<file path="src/rtl/mp4_types.sv">
// Shared mp4 types: cache-line geometry and the physical-memory arbiter state encoding.
package mp4_types;

  localparam int ADDR_W     = 32;
  localparam int LINE_W     = 256;
  localparam int BURST_W    = 64;
  localparam int BEATS      = LINE_W / BURST_W;
  localparam int BEAT_IDX_W = $clog2(BEATS);
  localparam int BURST_SH   = $clog2(BURST_W);
  localparam int LINE_IDX_W = $clog2(LINE_W);

  localparam logic [ADDR_W-1:0] LINE_ADDR_MASK = ~ADDR_W'(LINE_W / 8 - 1);

  typedef logic [LINE_W-1:0]  line_t;
  typedef logic [BURST_W-1:0] beat_t;

  typedef enum logic [2:0] {
    IDLE,
    I_READ,
    D_READ,
    D_WRITE,
    DONE
  } arb_state_t;

endpackage

</file>
<file path="src/rtl/cacheline_adaptor.sv">
// Moves one cache line as BEATS little-endian bursts: owns the beat counter and line buffer.
// start loads the buffer (writeback data) and rewinds the counter; done flags the last accepted beat.
module cacheline_adaptor
  import mp4_types::*;
(
  input  logic                clk,
  input  logic                rst,
  input  logic                start,
  input  logic [LINE_W-1:0]   start_line,
  input  logic                active,
  input  logic                is_read,
  input  logic                mem_resp,
  input  logic [BURST_W-1:0]  mem_rdata,
  output logic [BURST_W-1:0]  mem_wdata,
  output logic                done,
  output logic [LINE_W-1:0]   line_next
);

  logic [BEAT_IDX_W-1:0] beat_q, beat_d;
  logic [LINE_W-1:0]     line_q, line_d;
  logic [LINE_IDX_W-1:0] beat_base;

  assign beat_base = {beat_q, {BURST_SH{1'b0}}};

  always_comb begin
    beat_d = beat_q;
    line_d = line_q;
    done   = 1'b0;
    if (start) begin
      beat_d = '0;
      line_d = start_line;
    end else if (active && mem_resp) begin
      if (is_read) begin
        line_d[beat_base +: BURST_W] = mem_rdata;
      end
      // The counter is exactly BEAT_IDX_W bits wide, so the last beat wraps it to 0.
      beat_d = beat_q + 1'b1;
      done   = (beat_q == BEAT_IDX_W'(BEATS - 1));
    end
  end

  always_ff @(posedge clk or posedge rst) begin
    if (rst) begin
      beat_q <= '0;
      line_q <= '0;
    end else begin
      beat_q <= beat_d;
      line_q <= line_d;
    end
  end

  assign mem_wdata = line_q[beat_base +: BURST_W];
  assign line_next = line_d;

endmodule

</file>
<file path="src/rtl/pmem_arbiter.sv">
// Arbitrates icache/dcache line fills and dcache writebacks onto the single burst pmem port.
// Optional macro PMEM_ARB_ROUND_ROBIN_EN: alternate grants on contention instead of fixed dcache priority.
module pmem_arbiter
  import mp4_types::*;
(
  input  logic                clk,
  input  logic                rst,
  input  logic                icache_pmem_read,
  input  logic [ADDR_W-1:0]   icache_pmem_address,
  output logic [LINE_W-1:0]   icache_pmem_rdata,
  output logic                icache_pmem_resp,
  input  logic                dcache_pmem_read,
  input  logic                dcache_pmem_write,
  input  logic [ADDR_W-1:0]   dcache_pmem_address,
  input  logic [LINE_W-1:0]   dcache_pmem_wdata,
  output logic [LINE_W-1:0]   dcache_pmem_rdata,
  output logic                dcache_pmem_resp,
  output logic                pmem_read,
  output logic                pmem_write,
  output logic [ADDR_W-1:0]   pmem_address,
  output logic [BURST_W-1:0]  pmem_wdata,
  input  logic [BURST_W-1:0]  pmem_rdata,
  input  logic                pmem_resp
);

  arb_state_t          state_q, state_d;
  logic [ADDR_W-1:0]   addr_q, addr_d;
  logic                owner_q, owner_d;
  logic [LINE_W-1:0]   i_rdata_q, i_rdata_d;
  logic [LINE_W-1:0]   d_rdata_q, d_rdata_d;
  logic                start;
  logic                done;
  logic [LINE_W-1:0]   line_next;
  logic                dcache_req;
  logic                pick_icache;

  assign dcache_req = dcache_pmem_read || dcache_pmem_write;

`ifdef PMEM_ARB_ROUND_ROBIN_EN
  logic last_grant_q, last_grant_d;

  // last_grant: 0 = icache, 1 = dcache; on contention the side not granted last wins.
  assign pick_icache = icache_pmem_read && (!dcache_req || last_grant_q);

  always_comb begin
    last_grant_d = last_grant_q;
    if (start) begin
      last_grant_d = !pick_icache;
    end
  end

  always_ff @(posedge clk or posedge rst) begin
    if (rst) begin
      last_grant_q <= 1'b0;
    end else begin
      last_grant_q <= last_grant_d;
    end
  end
`else
  assign pick_icache = icache_pmem_read && !dcache_req;
`endif

  always_comb begin
    state_d   = state_q;
    addr_d    = addr_q;
    owner_d   = owner_q;
    i_rdata_d = i_rdata_q;
    d_rdata_d = d_rdata_q;
    start     = 1'b0;
    unique case (state_q)
      IDLE: begin
        if (pick_icache) begin
          state_d = I_READ;
          addr_d  = icache_pmem_address & LINE_ADDR_MASK;
          owner_d = 1'b0;
          start   = 1'b1;
        end else if (dcache_req) begin
          state_d = dcache_pmem_write ? D_WRITE : D_READ;
          addr_d  = dcache_pmem_address & LINE_ADDR_MASK;
          owner_d = 1'b1;
          start   = 1'b1;
        end
      end
      I_READ, D_READ, D_WRITE: begin
        if (done) begin
          state_d = DONE;
          // Capture the finished line so it is stable while the cache sees resp.
          if (state_q == I_READ) begin
            i_rdata_d = line_next;
          end else if (state_q == D_READ) begin
            d_rdata_d = line_next;
          end
        end
      end
      DONE:    state_d = IDLE;
      default: state_d = IDLE;
    endcase
  end

  always_ff @(posedge clk or posedge rst) begin
    if (rst) begin
      state_q   <= IDLE;
      addr_q    <= '0;
      owner_q   <= 1'b0;
      i_rdata_q <= '0;
      d_rdata_q <= '0;
    end else begin
      state_q   <= state_d;
      addr_q    <= addr_d;
      owner_q   <= owner_d;
      i_rdata_q <= i_rdata_d;
      d_rdata_q <= d_rdata_d;
    end
  end

  cacheline_adaptor u_adaptor (
    .clk        (clk),
    .rst        (rst),
    .start      (start),
    .start_line (dcache_pmem_wdata),
    .active     (pmem_read || pmem_write),
    .is_read    (pmem_read),
    .mem_resp   (pmem_resp),
    .mem_rdata  (pmem_rdata),
    .mem_wdata  (pmem_wdata),
    .done       (done),
    .line_next  (line_next)
  );

  assign pmem_read         = (state_q == I_READ) || (state_q == D_READ);
  assign pmem_write        = (state_q == D_WRITE);
  assign pmem_address      = addr_q;
  assign icache_pmem_resp  = (state_q == DONE) && !owner_q;
  assign dcache_pmem_resp  = (state_q == DONE) && owner_q;
  assign icache_pmem_rdata = i_rdata_q;
  assign dcache_pmem_rdata = d_rdata_q;

endmodule

</file>
<file path="config.mk">
export PLATFORM = sky130hd
export DESIGN_NAME = pmem_arbiter
export DESIGN_NICKNAME = d
export VERILOG_FILES = /design/src/rtl/mp4_types.sv /design/src/rtl/cacheline_adaptor.sv /design/src/rtl/pmem_arbiter.sv
export SDC_FILE = /design/constraint.sdc
export NUM_CORES = 2
export LEC_CHECK = 0
export BUFFER_PORTS_ARGS = -buffer_cell sky130_fd_sc_hd__clkbuf_2
export CAP_MARGIN = 10
export CORE_AREA = 2 2 395 397
export CTS_BUF_LIST = sky130_fd_sc_hd__clkbuf_4
export CTS_CLUSTER_DIAMETER = 60
export DETAILED_ROUTE_END_ITERATION = 10
export DIE_AREA = 0 0 397 399
export PLACE_DENSITY = 0.45
export SLEW_MARGIN = 20
export SYNTH_ARGS = -nofsm -noshare
export SYNTH_HDL_FRONTEND = slang
export SYNTH_SLANG_ARGS = --single-unit
</file>
<file path="constraint.sdc">
create_clock -name clk -period 29.8 [get_ports clk]
set_input_delay 1.49 -clock clk [delete_from_list [all_inputs] [get_ports clk]]
set_output_delay 1.49 -clock clk [all_outputs]
set_load 0.03 [all_outputs]
</file>
==> run metrics <==
Core Area=0.154 mm²; Max Freq=roughly 0.16 GHz; htree depth=4; Num CTS Buffers=approximately 230; status=finished, final reports clean; Crit path depth=9; crit end category=async pin; slowest CP cell=buf_4; Worst setup endpoint=icache_pmem_rdata[29]; initial drt markers=3487; worst path cell trace=clkbuf_2, inv_8, buf_4, buf_4, buf_4, buf_4, buf_4, buf_4, buf_4; initial antenna violation count=41; Yosys cell types=37; Root Buffer=clkbuf_4; Initial Util=23.6%; via count=between 30000 and 40000; post-synthesis instance total=between 3000 and 4000; Final min period=slightly above 6 ns; Slew @ Worst Pin=about 1.1 ns; crit path max fanout=90; CTS tree=done; Synth Flop Type=dfrtp_1; CTS sink count=approximately 800; Die ar.=between 0.15 and 0.2 mm²; P per Cell Area=138 mW/mm²; Longest Clk Path Bufs=3; multi-input logic area=between 0.01 and 0.015 mm²; HP Class=in2async; Lkg Pwr=~0.020 µW; synth top area cells=dfrtp_1 (55%), a31oi_1 (11%), a21oi_1 (5.3%); dpl ws=approximately 22 ns; IR drop worst, VDD=0.106 mV; worst clock skew=around 0.1 ns; Port Buf Inserts=986; Post-Syn Area per Cell=approximately 11 µm²; final worst slack=between 20 and 25 ns; first-pass GRT wire length=between 200000 and 300000 µm; clock insertion delay at the later pin of the skew report=~1.2 ns; Setup TNS Final=0 ns; Final Hold Fails=0; DR pass1 iterations=6; Tot GR Track Use=around a quarter; CP Launch Point=rst; CP Buf/Inv Count=9; largest net degree at the start of global routing=around 160; share of cells above drive strength 1=36.1%; Via-to-Cell Ratio=roughly 5.6; Synth top cells by count=dfrtp_1 (801), a31oi_1 (640), a21oi_1 (387); post-detail-place hpwl=between 100000 and 150000 µm; num rows=between 100 and 150; Die X=around 400 µm; RSZ-0062 raised after global routing=false; FF-to-FF Start=u_adaptor.beat_q[1]; Seq/Total Area, Yosys=between 50% and 60%; grt ovf=0; YS warnings=0; period utilisation layout=20.8%; critical path required time=30.94 ns; FF/Latch Area=between 0.02 and 0.025 mm²; cts hold-fix bufs=0; Wirelength per Cell=between 20 and 30 µm; Async SR Flop Fraction=100%; worst r2r dst=u_adaptor.line_q[252]; Max-Cap Viols=0; antenna viol nets, final=0; total wire length=roughly 200000 µm; Slew Limit Fails=0; vias in the first global route=36200; worst reg2reg setup slack=around 25 ns; fillers=roughly 16000; nets@finish=4696; WS Path Type=in2async; Die Ht=399 µm; remaining routing DRC violations=0; CP max stage delay=approximately 0.79 ns; most frequent cell after synthesis=dfrtp_1; Seq cells post-synth=approximately 800; Synth top area share=about 55%; number of flops mapped to enable cells by yosys=0; slew margin rel.=24.5%; clock-pin slew on the worst setup and hold paths=roughly 0.070 ns; # resized after CTS=0; Largest delay share family, worst path=buffers and inverters; GP Congestion=0.862; number of buffers added for setup after CTS=0; Syn-to-layout area delta=26.3%; IO Count=~1000; Worst EP arrival=approximately 7.4 ns; most frequent CP cell=buf_4; CP Launch Type=input port; Final setup viols=0; Cell Area, Synth=roughly 0.036 mm²; reg2reg path depth=7; leading area contributor after synthesis=dfrtp_1
-- flip-flops by register name, indices dropped and copies added, names as in the netlist --
signal and cells:
owner_q 1, icache_pmem_rdata 256, u_adaptor.beat_q 2, u_adaptor.line_q 256, pmem_address 27, state_q 3
dcache_pmem_rdata 256
-- worst min-delay path by stage --
| stage | endpoint | slack, ns | cells past startpoint |
|---|---|---|---|
| final | dcache_pmem_rdata[58] | 0.42 | 2 |
| after global routing | dcache_pmem_rdata[58] | 0.33 | 2 |
| after CTS | dcache_pmem_rdata[58] | 0.26 | 2 |
| after detailed placement | dcache_pmem_rdata[250] | 0.48 | 1 |
| after global placement | dcache_pmem_rdata[253] | 0.47 | 1 |
| after floorplan | owner_q | 0.49 | 2 |
-- per-stage QoR --
step                      hold slack, ns  instance area (µm²)  std cells  utilization [%]  total power [µW]
after floorplan                    0.489                36300       3405                -              3900
after global placement             0.469                42700       6107             27.8              5230
after detailed placement           0.476                42700       6107             27.8              5240
after CTS                          0.260                45600       6515             29.7              6330
after global routing               0.327                45800       6547             29.8              6620
final                              0.425                45800       6554             29.8              6330
-- cell families (layout without fill, tap and decap cells) --
group                    Yosys count  after routing  synth area share [%]
AO/OA/AOI/OAI                   1343           1343                  20.7
multiplexers                     219            219                  8.70
buffers and inverters            411           1479                  5.19
flip-flops                       801            801                  55.3
AND/OR/NAND/NOR                  619            619                  9.86
XOR/XNOR                           2              2                0.0483
adder cells (fa/ha/maj)            5              5                 0.173
other                              1             42                0.0103
-- per-layer routing --
metal  wire length (µm)  GRT usage (%)  vias to the layer above
met3              19200           6.93                      409
met4               7780           10.7                        6
li1                   -              -                    15200
met5                 37              0                        -
met1              77900           30.3                    18600
met2              90900           36.9                     2275
-- cell usage in the layout (no fill, tap or decap), types with 37 or more instances in the layout --
cell	synthesis	layout
buf_4	5	74
clkbuf_4	0	338
mux4_2	64	64
o21ai_0	305	305
nor3_1	257	256
nand4_1	255	255
a21oi_1	387	387
clkbuf_2	0	986
dfrtp_1	801	799
and2_1	64	64
diode_2	0	37
mux2_2	103	103
clkinv_1	0	51
a31oi_1	640	640
-- cell type report --
cell class                      instances  area share, %
Timing Repair Buffer                 1067           12.3
Inverter                                4         0.0492
Sequential cell                       801           43.8
Clock buffer                          338           5.54
Tap cell                             2044           5.59
Clock inverter                         70          0.842
Antenna cell                           37          0.202
Multi-Input combinational cell       2193           31.6
-- power breakdown --
group          internal, µW  total, µW  switching (µW)  leakage, µW
Sequential             1580       1920             338      0.00988
Combinational           840       3340            2500      0.00836
Clock                   530       1060             535      0.00174
(Power assumes the default switching activity.)
